<file path="src/rtl/page_tbl_lookup_if.sv">
// Bus bundle for page_tbl_lookup: control-path write/clear port, lookup
// request port, registered result port and the miss counter.
// The master side is the table user; the slave side is the table itself.
interface page_tbl_if #(
    parameter int ADDR_BITS = 5,
    parameter int DATA_BITS = 16,
    parameter int CNT_BITS  = 16
);
    // Write / invalidate / clear port
    logic                 wr_en;
    logic                 wr_inval;
    logic [ADDR_BITS-1:0] wr_addr;
    logic [DATA_BITS-1:0] wr_data;
    logic                 clr_req;
    logic                 busy;

    // Lookup request
    logic                 lk_valid;
    logic [ADDR_BITS-1:0] lk_addr;
    logic                 lk_ready;

    // Lookup result
    logic                 res_valid;
    logic                 res_ready;
    logic [DATA_BITS-1:0] res_data;
    logic                 res_hit;

    // Statistics
    logic [CNT_BITS-1:0]  miss_cnt;

    modport master (
        output wr_en, wr_inval, wr_addr, wr_data, clr_req,
        output lk_valid, lk_addr, res_ready,
        input  busy, lk_ready, res_valid, res_data, res_hit, miss_cnt
    );

    modport slave (
        input  wr_en, wr_inval, wr_addr, wr_data, clr_req,
        input  lk_valid, lk_addr, res_ready,
        output busy, lk_ready, res_valid, res_data, res_hit, miss_cnt
    );
endinterface

</file>
<file path="src/rtl/page_tbl_lookup.sv">
// Parametrised page table with per-entry valid bit, hardware clear sweep,
// handshaked single-cycle lookup with write-to-read bypass, and a saturating
// counter of delivered miss results.
//
// Each RAM word is {valid, payload}. The RAM has one write port (shared by the
// sweep and the control-path writer, never both in the same cycle because
// writes are only honoured in IDLE) and one registered read port that is
// enabled only when a lookup is accepted, so the read register doubles as the
// result holding register under backpressure.
module page_tbl_lookup #(
    parameter int ADDR_BITS = 5,
    parameter int DATA_BITS = 16,
    parameter int CNT_BITS  = 16
) (
    input  logic     clk,
    input  logic     rst,
    page_tbl_if.slave bus
);
    localparam int DEPTH      = 1 << ADDR_BITS;
    localparam int ENTRY_BITS = DATA_BITS + 1;

    typedef enum logic [0:0] {
        ST_SWEEP = 1'b0,
        ST_IDLE  = 1'b1
    } state_t;

    state_t                state_reg, state_next;
    logic [ADDR_BITS-1:0]  ptr_reg, ptr_next;

    // RAM write port, driven by the FSM process
    logic                  mem_we;
    logic [ADDR_BITS-1:0]  mem_waddr;
    logic [ENTRY_BITS-1:0] mem_wdata;

    logic [ENTRY_BITS-1:0] mem [DEPTH];
    logic [ENTRY_BITS-1:0] rd_q_reg;

    // Result path
    logic                  res_valid_reg;
    logic                  byp_sel_reg;
    logic [ENTRY_BITS-1:0] byp_entry_reg;
    logic [CNT_BITS-1:0]   miss_cnt_reg;

    logic                  busy;
    logic                  wr_fire;
    logic                  lk_ready;
    logic                  lk_fire;
    logic                  res_fire;
    logic                  byp_hit;
    logic                  res_hit;
    logic [ENTRY_BITS-1:0] entry_sel;
    wire  [DATA_BITS-1:0]  res_data_w;

    assign busy     = (state_reg == ST_SWEEP);
    assign wr_fire  = (state_reg == ST_IDLE) & bus.wr_en;
    // A new lookup may enter when the table is available and the result
    // register is either empty or being emptied this cycle.
    assign lk_ready = ~busy & (~res_valid_reg | bus.res_ready);
    assign lk_fire  = bus.lk_valid & lk_ready;
    assign res_fire = res_valid_reg & bus.res_ready;
    // Same-cycle write to the looked-up entry: the RAM read would return the
    // old word, so the new word is captured alongside and selected instead.
    assign byp_hit  = wr_fire & (bus.wr_addr == bus.lk_addr);

    // State and sweep pointer register
    always_ff @(posedge clk) begin
        if (rst) begin
            state_reg <= ST_SWEEP;
            ptr_reg   <= '0;
        end else begin
            state_reg <= state_next;
            ptr_reg   <= ptr_next;
        end
    end

    // Next state, sweep pointer and RAM write-port selection
    always_comb begin
        state_next = state_reg;
        ptr_next   = ptr_reg;
        mem_we     = 1'b0;
        mem_waddr  = bus.wr_addr;
        mem_wdata  = '0;
        case (state_reg)
            ST_SWEEP: begin
                // One entry erased per cycle; clr_req and writes are ignored.
                mem_we    = 1'b1;
                mem_waddr = ptr_reg;
                mem_wdata = '0;
                ptr_next  = ptr_reg + 1'b1;
                if (ptr_reg == ADDR_BITS'(DEPTH - 1)) begin
                    state_next = ST_IDLE;
                end
            end
            ST_IDLE: begin
                if (bus.wr_en) begin
                    mem_we    = 1'b1;
                    mem_wdata = bus.wr_inval ? '0 : {1'b1, bus.wr_data};
                end
                // A write in the clr_req cycle still lands; the sweep then
                // erases it along with everything else.
                if (bus.clr_req) begin
                    state_next = ST_SWEEP;
                    ptr_next   = '0;
                end
            end
            default: begin
                state_next = ST_SWEEP;
                ptr_next   = '0;
            end
        endcase
    end

    // RAM: write port plus read port registered on lookup acceptance
    always_ff @(posedge clk) begin
        if (mem_we && !rst) begin
            mem[mem_waddr] <= mem_wdata;
        end
        if (lk_fire) begin
            rd_q_reg <= mem[bus.lk_addr];
        end
    end

    // Result valid flag and bypass capture
    always_ff @(posedge clk) begin
        if (rst) begin
            res_valid_reg <= 1'b0;
            byp_sel_reg   <= 1'b0;
            byp_entry_reg <= '0;
        end else if (lk_fire) begin
            res_valid_reg <= 1'b1;
            byp_sel_reg   <= byp_hit;
            byp_entry_reg <= mem_wdata;
        end else if (res_fire) begin
            res_valid_reg <= 1'b0;
        end
    end

    // Saturating count of miss results handed to the consumer
    always_ff @(posedge clk) begin
        if (rst) begin
            miss_cnt_reg <= '0;
        end else if (res_fire && !res_hit && (miss_cnt_reg != {CNT_BITS{1'b1}})) begin
            miss_cnt_reg <= miss_cnt_reg + 1'b1;
        end
    end

    assign entry_sel = byp_sel_reg ? byp_entry_reg : rd_q_reg;
    assign res_hit   = res_valid_reg & entry_sel[DATA_BITS];

    // Payload is forced to zero on a miss (and while no result is held),
    // whatever stale payload the word carries.
    generate
        for (genvar gi = 0; gi < DATA_BITS; gi++) begin : g_res_mask
            assign res_data_w[gi] = entry_sel[gi] & res_hit;
        end
    endgenerate

    assign bus.busy      = busy;
    assign bus.lk_ready  = lk_ready;
    assign bus.res_valid = res_valid_reg;
    assign bus.res_hit   = res_hit;
    assign bus.res_data  = res_data_w;
    assign bus.miss_cnt  = miss_cnt_reg;

endmodule

</file>
<file path="src/flat_wrapper.sv">
// flat-port wrapper written by rule: the top's interface ports become plain ports
module page_tbl_lookup_flat 
#(
    parameter int ADDR_BITS = 5,
    parameter int DATA_BITS = 16,
    parameter int CNT_BITS  = 16
)
  (clk, rst, bus_wr_en, bus_wr_inval, bus_wr_addr, bus_wr_data, bus_clr_req, bus_lk_valid, bus_lk_addr, bus_res_ready, bus_busy, bus_lk_ready, bus_res_valid, bus_res_data, bus_res_hit, bus_miss_cnt);
  page_tbl_if #(.ADDR_BITS(ADDR_BITS), .DATA_BITS(DATA_BITS), .CNT_BITS(CNT_BITS)) bus_i ();
  input  logic clk;
  input  logic rst;
  input wire logic [$bits(bus_i.wr_en)-1:0] bus_wr_en;
  input wire logic [$bits(bus_i.wr_inval)-1:0] bus_wr_inval;
  input wire logic [$bits(bus_i.wr_addr)-1:0] bus_wr_addr;
  input wire logic [$bits(bus_i.wr_data)-1:0] bus_wr_data;
  input wire logic [$bits(bus_i.clr_req)-1:0] bus_clr_req;
  input wire logic [$bits(bus_i.lk_valid)-1:0] bus_lk_valid;
  input wire logic [$bits(bus_i.lk_addr)-1:0] bus_lk_addr;
  input wire logic [$bits(bus_i.res_ready)-1:0] bus_res_ready;
  output wire logic [$bits(bus_i.busy)-1:0] bus_busy;
  output wire logic [$bits(bus_i.lk_ready)-1:0] bus_lk_ready;
  output wire logic [$bits(bus_i.res_valid)-1:0] bus_res_valid;
  output wire logic [$bits(bus_i.res_data)-1:0] bus_res_data;
  output wire logic [$bits(bus_i.res_hit)-1:0] bus_res_hit;
  output wire logic [$bits(bus_i.miss_cnt)-1:0] bus_miss_cnt;
  assign bus_i.wr_en = bus_wr_en;
  assign bus_i.wr_inval = bus_wr_inval;
  assign bus_i.wr_addr = bus_wr_addr;
  assign bus_i.wr_data = bus_wr_data;
  assign bus_i.clr_req = bus_clr_req;
  assign bus_i.lk_valid = bus_lk_valid;
  assign bus_i.lk_addr = bus_lk_addr;
  assign bus_i.res_ready = bus_res_ready;
  assign bus_busy = bus_i.busy;
  assign bus_lk_ready = bus_i.lk_ready;
  assign bus_res_valid = bus_i.res_valid;
  assign bus_res_data = bus_i.res_data;
  assign bus_res_hit = bus_i.res_hit;
  assign bus_miss_cnt = bus_i.miss_cnt;
  page_tbl_lookup #(.ADDR_BITS(ADDR_BITS), .DATA_BITS(DATA_BITS), .CNT_BITS(CNT_BITS)) u_core (.clk(clk), .rst(rst), .bus(bus_i));
endmodule
</file>
<file path="config.mk">
export PLATFORM = sky130hd
export DESIGN_NAME = page_tbl_lookup_flat
export DESIGN_NICKNAME = d
export VERILOG_FILES = /design/src/rtl/page_tbl_lookup_if.sv /design/src/rtl/page_tbl_lookup.sv /design/src/flat_wrapper.sv
export SDC_FILE = /design/constraint.sdc
export NUM_CORES = 1
export LEC_CHECK = 0
export CORE_MARGIN = 10
export CORE_UTILIZATION = 60
export DETAILED_ROUTE_END_ITERATION = 7
export GPL_TIMING_DRIVEN = 0
export HOLD_SLACK_MARGIN = 0.03
export PLACE_DENSITY = 0.78
export SYNTH_ARGS = -nofsm -noshare
export SYNTH_HDL_FRONTEND = slang
export SYNTH_SLANG_ARGS = --single-unit
</file>
<file path="constraint.sdc">
create_clock -name clk -period 2.6 [get_ports clk]
set_input_delay 0.26 -clock clk [delete_from_list [all_inputs] [get_ports clk]]
set_output_delay 0.26 -clock clk [all_outputs]
set_load 0.05 [all_outputs]
</file>
==> reports/metrics.cfg <==
[logic_synthesis]
ys_warn_count=0
synth-edff-count=561
async_flop_share_pct=0
synth_area_per_cell_sq_um=16.0
synth.area.top_cells=edfxtp_1 (70%), mux2i_1 (12%), dfxtp_1 (3.4%), a22oi_1 (2.2%), nand2_1 (1.5%)
syn_inst=1503
syn_nets=1539
synth_top_area_cell=edfxtp_1
synthFlopType=edfxtp_1
synth_seq_cells=602
netlist.area_leader.share_pct=70.2
ys_seq_area_share_pct=73.6
netlist_area_sq_mm=0.0240
ys_types=42

[worst_setup_path]
arrival_ns=2.94
critical_path_peak_fanout=10
crit_type=input pin to flop
critPathLaunchType=input pin
end_kind=flop
cp.required_ns=2.89

[hold_path]
holdCritPathClass=input pin to flop

[finish]
final_util_pct=70.1
layout_common_cells=edfxtp_1 (561), mux2i_1 (290), nand2_1 (94), a22oi_1 (69)
antenna_cells=0
largest_reg_flops=544
nNetsFinal=1693
syn2layout_area_growth_pct=15.9
fin_cells=2222
layout_commonest_cell=edfxtp_1
drive_above_1_share_pct=13.8

[routing]
drc=0
route.vias.total=14010
drt-total-wl_mm=58.0
first_pass_iters=6
drt-initial-drc-count=1875
wl_per_cell_um=26.1
drt-vias-per-instance=6.31
final_antenna_net_count=0

[power]
p_leak_nw=10.4
ir_drop_mv=0.471
p_per_area_mw_per_mm2=691

[placed_design]
place_ws_ns=-1.11
gp_congestion=0.915
placed_cells=2111
hpwl_mm=37.6
port-buffer-count=66

[floorplanning]
die_w_um=220
row_count=73
ios=69
core_area_sq_mm=0.0396
die_h_um=220
start_util_pct=60.5
die-area_sq_mm=0.0484

[sta]
hold_viol_final=0
clock.fmax_mhz=377
skew_ns=0.0151
tightestPinTransition_ns=1.38
slew_headroom_pct=8.28
slew_viol_final=0
period_share_pct=102
min_period_ns=2.65
setup_ws_ns=-0.0533
setup_viol=2

[clock_network]
clk_path_buf_depth=3
cts_hold_buf=0
htree_levels=2
cts_buffers=55
root_buffer=clkbuf_16
cts_tree=done
clock-sinks=602
clk_latency_ns=0.59
path_clk_slew_ns=0.06

[global_routing]
grtUsageMet3_pct=4.03
met2_usage_pct=38.3
grt_max_degree=42
grt_pass1_wl_mm=85.0
antenna_found_initial=0
track_usage_pct=23.6
busiest_layer=met2
overflow=0
first_global_vias=13704
met1_usage_pct=31.9

[run]
drv_cap=0

[run_status]
violations=negative setup slack
outcome=finished, violations left

-- per-stage QoR --
| stage | cell area [sq um] | TNS [ns] | power [mW] | hold WS, ns |
|---|---|---|---|---|
| floorplan | 24000 | 0 | 11.2 | 0.436 |
| global placement | 25300 | -693.43 | 11.5 | 0.442 |
| detailed placement | 25600 | -429.31 | 11.6 | 0.450 |
| CTS | 27500 | -41.71 | 19.2 | 0.109 |
| global route | 27800 | -0.914 | 19.7 | 0.128 |
| finish | 27800 | -0.0736 | 19.2 | 0.122 |
-- cells in the mapped netlist, types with 2 or more instances --
| master | number |
|---|---|
| edfxtp_1 | 561 |
| mux2i_1 | 290 |
| nand2_1 | 96 |
| nor2_1 | 75 |
| a22oi_1 | 69 |
| a21oi_1 | 57 |
| dfxtp_1 | 41 |
| nand3_1 | 38 |
| a22o_1 | 34 |
| clkbuf_1 | 31 |
| buf_2 | 30 |
| nand4_1 | 23 |
| nor3_1 | 21 |
| and2_1 | 19 |
| a31oi_1 | 18 |
| xnor2_1 | 16 |
| buf_1 | 13 |
| buf_4 | 13 |
| inv_1 | 6 |
| nand2b_1 | 6 |
| and3_1 | 4 |
| o32ai_1 | 4 |
| xor2_1 | 4 |
| and4bb_2 | 3 |
| buf_6 | 3 |
| ha_1 | 3 |
| nor2b_1 | 3 |
| nor4_1 | 3 |
| nor4_2 | 3 |
| o21ai_0 | 3 |
| o22ai_1 | 2 |
-- repair_timing --
item                                    in CTS  in global routing
gates resized for setup                     80                 30
endpoints found under the setup margin     675                650
buffers inserted                             6                  9
pin swaps                                    4                  9
-- critical path: stages --
cell             delay [ns]
clkdlybuf4s50_1        0.63
nor2b_1                0.22
buf_2                  0.27
clkbuf_1               0.47
a22oi_1                0.28
a31oi_1                0.60
nand3_1                0.20
-- layout make-up --
class	instances	area (sq um)
sequential	602	17700
tap	525	657
fill	2396	11800
timing repair buffer	98	1160
clock buffer	63	1450
clock inverter	34	275
inverter	7	26.3
multi-input combinational	804	6100
buffer	89	462
-- cell families after synthesis --
group                    share of synthesized area [%]
flip-flops                                        73.6
AND/OR/NAND/NOR                                   5.95
multiplexers                                      12.2
AO/OA/AOI/OAI                                     5.35
buffers and inverters                             1.97
XOR/XNOR                                         0.730
adder cells (fa/ha/maj)                          0.156
-- power breakdown --
group	switching, mW	total, mW	leakage [nW]	internal (mW)
Clock	3.34	7.79	0.844	4.45
Sequential	0.0168	10.5	6.28	10.5
Combinational	0.578	0.902	3.29	0.324
Total	3.93	19.2	10.4	15.3
-- layer usage --
layer	vias up	wire (um)
li1	6117	-
met1	6994	22400
met2	796	27900
met3	103	6140
met4	0	1650
met5	-	0
-- path summary, 6_finish.rpt --
check                                                            from                                    end  slack (ns)  cells after the start
worst max register to register            u_core.state_reg$_SDFF_PP0_            u_core.mem[20][0]$_DFFE_PP_        0.05                      7
worst max-delay path                                   bus_lk_addr[0]           u_core.rd_q_reg[7]$_DFFE_PP_       -0.05                      7
worst min register to register  u_core.byp_entry_reg[11]$_SDFFE_PP0P_  u_core.byp_entry_reg[11]$_SDFFE_PP0P_        0.46                      2
worst min-delay path                                              rst         u_core.ptr_reg[0]$_SDFFE_PP0P_        0.12                      2
No activity file was read; power rests on OpenSTA's default activity.
